**src/rtl/trap_redirect_unit_pkg.sv**
```systemverilog
// ------------------------------------------------------------------
// trap_redirect_unit_pkg : shared state encoding and PC alignment
// Rev 1.0
// ------------------------------------------------------------------
`default_nettype none

package trap_redirect_unit_pkg;

  localparam logic [1:0] TRU_IDLE     = 2'd0;
  localparam logic [1:0] TRU_FLUSH    = 2'd1;
  localparam logic [1:0] TRU_REDIRECT = 2'd2;

  localparam logic [31:0] PC_ALIGN_MASK = 32'hFFFF_FFFC;

  typedef enum logic [1:0] {
    ST_IDLE     = TRU_IDLE,
    ST_FLUSH    = TRU_FLUSH,
    ST_REDIRECT = TRU_REDIRECT
  } tru_state_e;

  function automatic logic [31:0] align_pc(input logic [31:0] pc);
    return pc & PC_ALIGN_MASK;
  endfunction

endpackage

`default_nettype wire

```
**src/rtl/trap_redirect_unit_if.sv**
```systemverilog
// ------------------------------------------------------------------
// trap_redirect_unit_if : EHU event inputs and fetch redirect outputs
// Rev 1.0
// ------------------------------------------------------------------
`default_nettype none

interface trap_redirect_unit_if #(
  parameter int CNT_W = 8
);
  logic             XB_bubble;
  logic             initiate_exception;
  logic             XB_mret;
  logic [31:0]      csr_mtvec;
  logic [31:0]      csr_mepc;
  logic             fetch_ack;
  logic             redirect_valid;
  logic [31:0]      redirect_pc;
  logic             flush;
  logic             stall;
  logic             in_trap;
  logic [CNT_W-1:0] trap_count;
  logic             lost_event;

  // master = EHU/fetch side, slave = the redirect unit
  modport master (
    output XB_bubble, initiate_exception, XB_mret, csr_mtvec, csr_mepc, fetch_ack,
    input  redirect_valid, redirect_pc, flush, stall, in_trap, trap_count, lost_event
  );

  modport slave (
    input  XB_bubble, initiate_exception, XB_mret, csr_mtvec, csr_mepc, fetch_ack,
    output redirect_valid, redirect_pc, flush, stall, in_trap, trap_count, lost_event
  );
endinterface

`default_nettype wire

```
**src/rtl/trap_redirect_unit_sat_counter.sv**
```systemverilog
// ------------------------------------------------------------------
// sat_counter : up-counter that sticks at all-ones
// Rev 1.0
// ------------------------------------------------------------------
`default_nettype none

module sat_counter #(
  parameter int WIDTH = 8
) (
  input  logic             clk,
  input  logic             reset,
  input  logic             inc,
  output logic [WIDTH-1:0] count
);

  localparam logic [WIDTH-1:0] ONE = {{(WIDTH-1){1'b0}}, 1'b1};

  always_ff @(posedge clk) begin
    if (reset) begin
      count <= '0;
    end else if (inc && (count != {WIDTH{1'b1}})) begin
      count <= count + ONE;
    end
  end

endmodule

`default_nettype wire

```
**src/rtl/trap_redirect_unit.sv**
```systemverilog
// ------------------------------------------------------------------
// trap_redirect_unit : turns trap/mret decisions into flush + fetch redirect
// Rev 1.0
// ------------------------------------------------------------------
`default_nettype none

module trap_redirect_unit
  import trap_redirect_unit_pkg::*;
#(
  parameter int FLUSH_CYCLES = 2,
  parameter int CNT_W        = 8
) (
  input  logic clk,
  input  logic reset,
  trap_redirect_unit_if.slave bus
);

  localparam logic [3:0] FLUSH_LOAD = 4'(FLUSH_CYCLES - 1);

  tru_state_e  state, state_next;
  logic [3:0]  flush_cnt, flush_cnt_next;
  logic [31:0] target, target_next;
  logic        in_trap_q, in_trap_next;
  logic        flush_q, stall_q, redirect_valid_q, lost_q;
  logic        mret_req, accept_exc, accept_mret, busy_event;

  always_ff @(posedge clk) begin
    if (reset) begin
      state <= ST_IDLE;
    end else begin
      state <= state_next;
    end
  end

  always_comb begin
    state_next     = state;
    flush_cnt_next = flush_cnt;
    target_next    = target;
    in_trap_next   = in_trap_q;
    mret_req       = bus.XB_mret & ~bus.XB_bubble;
    accept_exc     = 1'b0;
    accept_mret    = 1'b0;
    busy_event     = 1'b0;

    case (state)
      ST_IDLE: begin
        if (bus.initiate_exception) begin
          accept_exc     = 1'b1;
          target_next    = align_pc(bus.csr_mtvec);
          in_trap_next   = 1'b1;
          flush_cnt_next = FLUSH_LOAD;
          state_next     = ST_FLUSH;
        end else if (mret_req) begin
          accept_mret    = 1'b1;
          target_next    = align_pc(bus.csr_mepc);
          in_trap_next   = 1'b0;
          flush_cnt_next = FLUSH_LOAD;
          state_next     = ST_FLUSH;
        end
      end
      ST_FLUSH: begin
        busy_event = bus.initiate_exception | mret_req;
        if (flush_cnt == 4'd0) begin
          state_next = ST_REDIRECT;
        end else begin
          flush_cnt_next = flush_cnt - 4'd1;
        end
      end
      ST_REDIRECT: begin
        busy_event = bus.initiate_exception | mret_req;
        if (bus.fetch_ack) begin
          state_next = ST_IDLE;
        end
      end
      default: begin
        state_next = ST_IDLE;
      end
    endcase
  end

  // Outputs are registered decodes of the next state, so they track state exactly.
  always_ff @(posedge clk) begin
    if (reset) begin
      flush_cnt        <= 4'd0;
      target           <= 32'd0;
      in_trap_q        <= 1'b0;
      flush_q          <= 1'b0;
      stall_q          <= 1'b0;
      redirect_valid_q <= 1'b0;
      lost_q           <= 1'b0;
    end else begin
      flush_cnt        <= flush_cnt_next;
      target           <= target_next;
      in_trap_q        <= in_trap_next;
      flush_q          <= (state_next == ST_FLUSH);
      stall_q          <= (state_next != ST_IDLE);
      redirect_valid_q <= (state_next == ST_REDIRECT);
      lost_q           <= lost_q | busy_event;
    end
  end

  sat_counter #(
    .WIDTH (CNT_W)
  ) u_trap_cnt (
    .clk   (clk),
    .reset (reset),
    .inc   (accept_exc),
    .count (bus.trap_count)
  );

  assign bus.redirect_valid = redirect_valid_q;
  assign bus.redirect_pc    = target;
  assign bus.flush          = flush_q;
  assign bus.stall          = stall_q;
  assign bus.in_trap        = in_trap_q;
  assign bus.lost_event     = lost_q;

  logic unused_accept_mret;
  assign unused_accept_mret = accept_mret;

endmodule

`default_nettype wire
```
**src/flat_wrapper.sv**
```systemverilog
// flat-port wrapper written by rule: the top's interface ports become plain ports
module trap_redirect_unit_flat import trap_redirect_unit_pkg::*;
#(
  parameter int FLUSH_CYCLES = 2,
  parameter int CNT_W        = 8
)
  (clk, reset, bus_XB_bubble, bus_initiate_exception, bus_XB_mret, bus_csr_mtvec, bus_csr_mepc, bus_fetch_ack, bus_redirect_valid, bus_redirect_pc, bus_flush, bus_stall, bus_in_trap, bus_trap_count, bus_lost_event);
  trap_redirect_unit_if #(.CNT_W(CNT_W)) bus_i ();
  input  logic clk;
  input  logic reset;
  input wire logic [$bits(bus_i.XB_bubble)-1:0] bus_XB_bubble;
  input wire logic [$bits(bus_i.initiate_exception)-1:0] bus_initiate_exception;
  input wire logic [$bits(bus_i.XB_mret)-1:0] bus_XB_mret;
  input wire logic [$bits(bus_i.csr_mtvec)-1:0] bus_csr_mtvec;
  input wire logic [$bits(bus_i.csr_mepc)-1:0] bus_csr_mepc;
  input wire logic [$bits(bus_i.fetch_ack)-1:0] bus_fetch_ack;
  output wire logic [$bits(bus_i.redirect_valid)-1:0] bus_redirect_valid;
  output wire logic [$bits(bus_i.redirect_pc)-1:0] bus_redirect_pc;
  output wire logic [$bits(bus_i.flush)-1:0] bus_flush;
  output wire logic [$bits(bus_i.stall)-1:0] bus_stall;
  output wire logic [$bits(bus_i.in_trap)-1:0] bus_in_trap;
  output wire logic [$bits(bus_i.trap_count)-1:0] bus_trap_count;
  output wire logic [$bits(bus_i.lost_event)-1:0] bus_lost_event;
  assign bus_i.XB_bubble = bus_XB_bubble;
  assign bus_i.initiate_exception = bus_initiate_exception;
  assign bus_i.XB_mret = bus_XB_mret;
  assign bus_i.csr_mtvec = bus_csr_mtvec;
  assign bus_i.csr_mepc = bus_csr_mepc;
  assign bus_i.fetch_ack = bus_fetch_ack;
  assign bus_redirect_valid = bus_i.redirect_valid;
  assign bus_redirect_pc = bus_i.redirect_pc;
  assign bus_flush = bus_i.flush;
  assign bus_stall = bus_i.stall;
  assign bus_in_trap = bus_i.in_trap;
  assign bus_trap_count = bus_i.trap_count;
  assign bus_lost_event = bus_i.lost_event;
  trap_redirect_unit #(.FLUSH_CYCLES(FLUSH_CYCLES), .CNT_W(CNT_W)) u_core (.clk(clk), .reset(reset), .bus(bus_i));
endmodule
```
**config.mk**
```make
export PLATFORM = sky130hd
export DESIGN_NAME = trap_redirect_unit_flat
export DESIGN_NICKNAME = d
export VERILOG_FILES = /design/src/rtl/trap_redirect_unit_pkg.sv /design/src/rtl/trap_redirect_unit_if.sv /design/src/rtl/trap_redirect_unit_sat_counter.sv /design/src/rtl/trap_redirect_unit.sv /design/src/flat_wrapper.sv
export SDC_FILE = /design/constraint.sdc
export NUM_CORES = 1
export LEC_CHECK = 0
export CORE_MARGIN = 4
export CORE_UTILIZATION = 36
export DETAILED_ROUTE_END_ITERATION = 10
export PLACE_DENSITY = 0.76
export SETUP_SLACK_MARGIN = 0.02
export SYNTH_ARGS = -nofsm -noshare
export SYNTH_HDL_FRONTEND = slang
export SYNTH_SLANG_ARGS = --single-unit
```
**constraint.sdc**
```tcl
create_clock -name clk -period 1.55 [get_ports clk]
set_input_delay 0.31 -clock clk [delete_from_list [all_inputs] [get_ports clk]]
set_output_delay 0.31 -clock clk [all_outputs]
set_load 0.02 [all_outputs]
```
# Word-level counts from Yosys, hierarchy flattened
# Cells that the tools add are included.
# classes
n_eq_ne	7
bitwise	4
add_sub_neg	2
mux	16
n_reduce_logical	9
# op_table
operator	count
two-way mux 32 bit	2
two-way mux 4 bit	3
adder 8 x 1 -> 8 bit (second input constant)	1
two-way mux 2 bit	4
inequality test 8 bit (second input constant)	1
case mux 4 bit (2 select lines)	1
case mux 2 bit (3 select lines)	1
nonzero test 2 bit	3
two-way mux 1 bit	5
equality test 2 x 1 -> 1 bit (second input constant)	2
equality test 2 bit (second input constant)	2
logical NOT 4 bit	1
subtractor 4 x 1 -> 4 bit (second input constant)	1
inequality test 3 x 2 -> 1 bit (second input constant)	1
AND reduction 3 bit	1
logical NOT 2 bit	1
inequality test 2 bit (second input constant)	1
bitwise OR 1 bit	2
AND reduction 2 bit	1
OR reduction 2 bit	1
bitwise AND 1 bit	1
logical AND 1 bit	1
NOT 1 bit	1
# word_totals
inputBits	70
output_inout_bits	45
ff_bits	51
elab_cells	47

# Longest topological paths before layout
# Gate-level depths: netlist of run 1.
# logic_depth
word_depth	6
ltp_mapped	8
mapped_depth_nobuf	6

# Hierarchy
# Synthesis of run 1 repeated with hierarchy kept, for this count alone.
# hier_totals
cells_unflattened	252
hier_area_um2	2567.5
# by_module_without_submodules
module	cells_each	n_inst	seq_area_each_um2	area_per_inst_um2
trap_redirect_unit	206	1	820.8	2137.0
sat_counter	46	1	160.2	430.4

# Least setup slack after synthesis of run 1
# OpenSTA, ideal clock, no wires.
# synth_timing
path_type	register to register
startpoint	register u_core.state[0]
endpoint	register u_core.flush_cnt[2]
n_path_buf	1
synth_period_minus_slack_ps	1566
path_stages_with_launch	8
required_ps	1479
slack_ps	-16
t_arrival_ps	1496
setup_ps	71
cell_sequence	dfxtp_1 -> inv_1 -> ha_1 -> buf_4 -> nand2b_1 -> o211ai_1 -> or3b_1 -> a21oi_1
# synth_between
elab_chain_len	3
word_cells_on_any_way	7
classes_between	eq/ne: 3; mux: 1; reduce/logical: 3
# synth_rtl
item	line	text
start: declaration	trap_redirect_unit.sv:20	tru_state_e state, state_next;
start signal: assignment	trap_redirect_unit.sv:31	state <= state_next;
equality test 2 x 1 -> 1 bit / logical NOT 2 bit (equally long branches)	trap_redirect_unit.sv:45	case (state)
inequality test 2 bit (no source line), or another cell as far along	-	
AND reduction 3 bit (no source line)	-	
end signal: assignment	trap_redirect_unit.sv:92	flush_cnt <= flush_cnt_next;
end: declaration	trap_redirect_unit.sv:21	logic [3:0] flush_cnt, flush_cnt_next;
# Parallel ways exist; a longest one is shown, timed or not.
# A chain may end at the register's enable or synchronous reset.

# Worst setup path in the final report of run 1
# layout_timing
startpoint	register u_core.state[0]
endpoint	register u_core.flush_cnt[1]
# The elaborated chain is that of the path after synthesis.

==> qor.csv, run 1 <==
metric,value,unit
"commonest non-fill, non-tap cell in the layout",clkdlybuf4s50_1,
clk_lat worst skew,0.29,ns
Site Rows,28,
grt total ovfl,0,
final WL,6520,um
Post-DRT Antenna Nets,0,
Yosys top cell area share,42.5,%
clock sink count,49,
Layout Nets,438,
Overall Power,3.79,mW
# placed instances,424,
Initial Util,38.1,%
synth warn,0,
kind of critical path,flip-flop to flip-flop,
Layout Cells excl Fill,437,
"Data required, critical path",1.78,ns
Via density,5.00,
Port Buffers,108,
final hold violation count,0,
filler instances,550,
Mapped Cells,243,
GRT met1 Usage,17.6,%
Final HPWL DP,4690,um
hold buffers post-CTS,0,
1st-pass router iterations,4,
GRT busiest layer,met2,
Clock Path Buffers,2,
RSZ-0062 raised after global routing,yes,
Synth Area in Compound Gates,17.5,%
"top cells by area, synth","dfxtp_1, mux2i_1, a211oi_1",
initial antenna violation count,0,
Post-Syn Area,2310,um2
Tmin final,1.51,ns
register area share after synthesis,42.5,%
Pins Over Slew Limit,0,
Chip Width,88.1,um
core area,6060,um2
Synth-to-Final Area Change,62.7,%
final setup violation count,0,
post-route DRC violation count,0,
pwr dens,1010,nW/um2
"Worst Setup Slack, final",0.0414,ns
dpl ws,-0.230,ns
Crit. End Element,flip-flop,
clk_skew,0.00459,ns
Post-synth EDFFs,0,
Worst-path clk slew,0.08,ns
leak pwr,1.67,nW
Setup crit start kind,flip-flop,
GR Util All Layers,15.7,%
Initial DRC Count,51,
Setup TNS Final,0,ns
Vias,2185,
post-synthesis mux area share,13.9,%
number of distinct library cells after synthesis,40,
die height,88.1,um
ANT cells,0,
Main synth FF type,dfxtp_1,
CTS tree,done,
share of layout cells above drive strength 1,16.3,%
vias in the first global route,2119,
Mapped Avg Cell Area,9.49,um2
H-tree depth,2,
"commonest non-fill, non-tap cells in the layout","clkdlybuf4s50_1, dfxtp_1, dlygate4sd2_1",
met2 usage,27.1,%
Synth Area in Adders,3.80,%
#FFs+latches synth,49,
die area,7750,um2
Hold WC Path Type,input port to flip-flop,
largest net degree at the start of global routing,62,
crit path DAT,1.74,ns
max-cap violation count,0,
Inserted Clock Buffers,5,
Synth Area in XOR/XNOR,0.380,%
met3 Track Usage GR,6.68,%
Peak Freq,663,MHz
"FFs w/ async S/R, synth",0,%
Post-Route Utilization,61.9,%
Synth Area in Simple Gates,16.5,%
first-pass GRT wire length,9600,um
Wirelength per Cell,14.9,um
root buffer cell,clkbuf_8,
largest family of logic cells by synthesized area,compound AO/OA/AOI/OAI gates,
crit path max fanout,6,
peak supply drop,0.434,mV
io pins,115,
GP Congestion,0.749,
"area leader, netlist",dfxtp_1,
status,"finished, final reports clean",
final cycle utilization of the critical path,97.3,%
routing by layer:
layer  vias up  wire, um
met4         0        61
met5         -         0
met1       992      2670
li1       1106         -
met3         8       683
met2        79      3100
final cells by class:
class	count	area, um2	area share [%]
Clock buffer	7	86.3	2.30
Inverter	6	25.0	0.667
Timing Repair Buffer	129	1260	33.5
Multi-Input combinational cell	170	1270	33.9
Sequential cell	49	986	26.3
Clock inverter	1	30.0	0.800
Tap cell	75	93.8	2.50
metrics by stage:
step	area, um2	hold slack [ns]
3_3_place_gp	3540	0.440
6_report	3750	0.389
5_1_grt	3750	0.393
4_1_cts	3620	0.370
3_5_place_dp	3540	0.439
2_1_floorplan	2310	0.471
path summary, 6_finish.rpt:
path         slack (ns)             startpoint  depth (start not counted)                    endpoint
max                0.04        u_core.state[0]                          7         u_core.flush_cnt[1]
min                0.39                  reset                          2  u_core.u_trap_cnt.count[0]
max reg2reg        0.04        u_core.state[0]                          7         u_core.flush_cnt[1]
min reg2reg        0.45  u_core.bus.lost_event                          2       u_core.bus.lost_event
cells by family after synthesis:
logic type	after synthesis
AO/OA/AOI/OAI	56
buffers and inverters	25
other	1
multiplexers	32
XOR/XNOR	1
AND/OR/NAND/NOR	72
flip-flops	49
adder cells (fa/ha/maj)	7
sequential cells by signal, indices dropped and copies added, names as in the netlist:
register	count
u_core.bus.stall	1
u_core.bus.flush	1
u_core.bus.in_trap	1
u_core.flush_cnt	4
u_core.u_trap_cnt.count	8
u_core.state	2
u_core.bus.lost_event	1
u_core.bus.redirect_valid	1
u_core.bus.redirect_pc	30
where the power goes:
part           switching (mW)  internal [mW]
registers              0.0855           1.42
clock network           0.400          0.526
logic                   0.675          0.680
Yosys cell counts, types with 2 or more instances:
| library cell | count |
|---|---|
| a21oi_1 | 5 |
| ha_1 | 7 |
| nor2_1 | 41 |
| nand2_1 | 3 |
| o21a_1 | 2 |
| a31oi_1 | 2 |
| o211ai_1 | 3 |
| clkbuf_1 | 5 |
| nand4_1 | 2 |
| buf_2 | 10 |
| nand2b_1 | 2 |
| dfxtp_1 | 49 |
| and2_1 | 2 |
| and4_1 | 2 |
| o21ai_0 | 3 |
| inv_1 | 6 |
| or2_2 | 2 |
| nand3_1 | 3 |
| buf_4 | 4 |
| mux2i_1 | 32 |
| nor4_1 | 2 |
| a211oi_1 | 35 |
| a2bb2oi_1 | 2 |
| nor3_1 | 3 |
critical path, stage by stage, from the launching register on:
cell	delay, ns
dfxtp_2	0.34
buf_4	0.14
ha_2	0.21
or2_2	0.30
o211ai_1	0.17
buf_4	0.18
a2bb2oi_2	0.05
nor2_1	0.07
timing repair:
item                                    CTS  global route
cloned                                    0             2
resized for setup                        49            16
endpoints found under the setup margin   51            47
setup buffers                             1             2
pin swaps                                 2            11
Note: power is estimated with default switching activity, not from simulation.
==> run 2, diff against run 1 <==
==> constraint.sdc (replaced) <==
create_clock -name clk -period 1.3 [get_ports clk]
set_input_delay 0.26 -clock clk [delete_from_list [all_inputs] [get_ports clk]]
set_output_delay 0.26 -clock clk [all_outputs]
set_load 0.02 [all_outputs]
==> run 2 against run 1 <==
- the flow now finishes with violations (negative setup slack)
- worst setup slack worse by 0.30 ns
- utilization is 7.8 points higher
- routed wire length is 14% higher
- die area stayed put
- global-route usage is 3.3 points higher
- total power is 26% higher
- cell area is 13% higher
- sequential power is 21% higher
- clock-buffer cell count stayed put
- sequential share of layout area is 2.6 points lower
- highest routed layer unchanged
==> qor.csv, run 2 (same netlist as run 1, synthesis figures left out) <==
metric,value,unit,change
Vias,2362,,was 2185
Clock Path Buffers,2,,unchanged
crit path DAT,1.76,ns,was 1.74 ns
clk_lat worst skew,0.30,ns,was 0.29 ns
crit-path cells,inv_2 -> ha_4 -> or3b_4 -> o211ai_1 -> buf_4 -> a2bb2oi_2 -> nor2_1,,was buf_4 -> ha_2 -> or2_2 -> o211ai_1 -> buf_4 -> a2bb2oi_2 -> nor2_1
Setup TNS Final,-3.11,ns,was 0 ns
grt total ovfl,0,,unchanged
max reg flops,30,,unchanged
peak supply drop,0.608,mV,was 0.434 mV
RSZ-0062 raised after global routing,yes,,unchanged
clock sink count,49,,unchanged
die area,7750,um2,unchanged
"Worst Setup Slack, final",-0.263,ns,was 0.0414 ns
leak pwr,1.72,nW,was 1.67 nW
r2r worst-path depth,7,,unchanged
hold buffers post-CTS,0,,unchanged
die height,88.1,um,unchanged
Critical Path Max Stage Delay,0.38,ns,was 0.34 ns
initial antenna violation count,0,,unchanged
final setup violation count,41,,was 0
GP Congestion,0.803,,was 0.749
Synth-to-Final Area Change,83.3,%,was 62.7%
status,"finished, violations left",,"was finished, final reports clean"
Hold WC Path Type,input port to flip-flop,,unchanged
Crit. End Element,flip-flop,,unchanged
final cycle utilization of the critical path,120,%,was 97.3%
share of layout cells above drive strength 1,39.4,%,was 16.3%
final hold violation count,0,,unchanged
vias in the first global route,2445,,was 2119
dpl ws,-0.386,ns,was -0.230 ns
final instance area,4230,um2,was 3750 um2
crit path max fanout,3,,was 6
Wirelength per Cell,16.2,um,was 14.9 um
Site Rows,28,,unchanged
WP depth,7,,unchanged
Initial DRC Count,77,,was 51
violated checks,negative setup slack,,
Final HPWL DP,4770,um,was 4690 um
CP Buf/Inv Count,2,,unchanged
GR Util All Layers,18.9,%,was 15.7%
Chip Width,88.1,um,unchanged
1st-pass router iterations,4,,unchanged
Worst path top cell family by delay,simple AND/OR/NAND/NOR gates,,unchanged
Initial Util,38.1,%,unchanged
ANT cells,0,,unchanged
Pins Over Slew Limit,0,,unchanged
Peak Freq,640,MHz,was 663 MHz
"commonest non-fill, non-tap cells in the layout","clkdlybuf4s50_1, dfxtp_1, mux2i_1",,"was clkdlybuf4s50_1, dfxtp_1, dlygate4sd2_1"
largest net degree at the start of global routing,24,,was 62
Via density,5.12,,was 5.00
Layout Nets,462,,was 438
Inserted Clock Buffers,5,,unchanged
"Cell Area, Placed",3670,um2,was 3540 um2
max-cap violation count,0,,unchanged
root buffer cell,clkbuf_8,,unchanged
hold path cells,2,,unchanged
Overall Power,4.78,mW,was 3.79 mW
pwr dens,1130,nW/um2,was 1010 nW/um2
H-tree depth,2,,unchanged
post-route DRC violation count,0,,unchanged
io pins,115,,unchanged
Post-DRT Antenna Nets,0,,unchanged
Port Buffers,108,,unchanged
final WL,7450,um,was 6520 um
"Data required, critical path",1.50,ns,was 1.78 ns
slowest cell on the critical path,or3b_4,,was dfxtp_2
clk_skew,0.00886,ns,was 0.00459 ns
Tmin final,1.56,ns,was 1.51 ns
first-pass GRT wire length,11500,um,was 9600 um
Worst-path clk slew,0.09,ns,was 0.08 ns
Setup crit start kind,flip-flop,,unchanged
"commonest non-fill, non-tap cell in the layout",clkdlybuf4s50_1,,unchanged
kind of critical path,flip-flop to flip-flop,,unchanged
CTS tree,done,,unchanged
core area,6060,um2,unchanged
## run 2: changes by cell type in the layout (fill, tap and decap cells not counted), moves of 3 or more
cell             change
clkdlybuf4s15_2      +4
clkdlybuf4s15_1     +17
buf_4               +12
nor2_1               -7
dfxtp_4              +3
dfxtp_2              +3
nor2_4               +5
dlygate4sd2_1       -33
clkbuf_2            +15
a211oi_2            +24
a211oi_1            -26
buf_6               +10
dfxtp_1              -6
## run 2: worst register-to-register path, stage by stage, from the launching register on
cell       delay, ns
dfxtp_2         0.34
inv_2           0.08
ha_4            0.13
or3b_4          0.38
o211ai_1        0.14
buf_4           0.17
a2bb2oi_2       0.17
nor2_1          0.06
## run 2: area by class of cell
| class | instances | area, um2 |
|---|---|---|
| timing repair buffer | 153 | 1450 |
| multi-input combinational | 170 | 1560 |
| inverter | 6 | 27.5 |
| clock inverter | 1 | 6.26 |
| tap | 75 | 93.8 |
| fill | 471 | 1830 |
| clock buffer | 7 | 86.3 |
| sequential | 49 | 1000 |
## run 2: worst paths after layout
kind | startpoint | end | slack (ns)
worst max-delay path | u_core.flush_cnt[0] | u_core.flush_cnt[1] | -0.26
worst min-delay path | reset | u_core.u_trap_cnt.count[3] | 0.31
worst max register to register | u_core.flush_cnt[0] | u_core.flush_cnt[1] | -0.26
worst min register to register | u_core.bus.lost_event | u_core.bus.lost_event | 0.45
## run 2: through the flow
stage	std cells	hold slack (ns)	util [%]
2_1_floorplan	244	0.469	-
3_3_place_gp	432	0.432	60.6
3_5_place_dp	432	0.437	60.6
4_1_cts	457	0.289	68.4
5_1_grt	461	0.295	69.8
6_report	461	0.306	69.8
## run 2: routing by layer
layer	routed length, um	GRT usage [%]	vias up
met2	3960	35.2	77
met1	2810	20.4	1123
met5	0	0	-
met4	82	4.53	0
li1	-	-	1153
met3	597	6.87	9
## run 2: power by group
| part | total [mW] | internal, mW | switching, mW |
|---|---|---|---|
| clock network | 0.937 | 0.435 | 0.502 |
| registers | 1.83 | 1.70 | 0.133 |
| logic | 2.01 | 1.03 | 0.979 |
## run 2: timing repair
| action | CTS | global route |
|---|---|---|
| gates resized for setup | 102 | 84 |
| hold endpoints to repair | 0 | 0 |
| setup endpoints to repair | 88 | 80 |
| setup buffers | 12 | 10 |
| cloned | 5 | 0 |
| pin swaps | 19 | 18 |
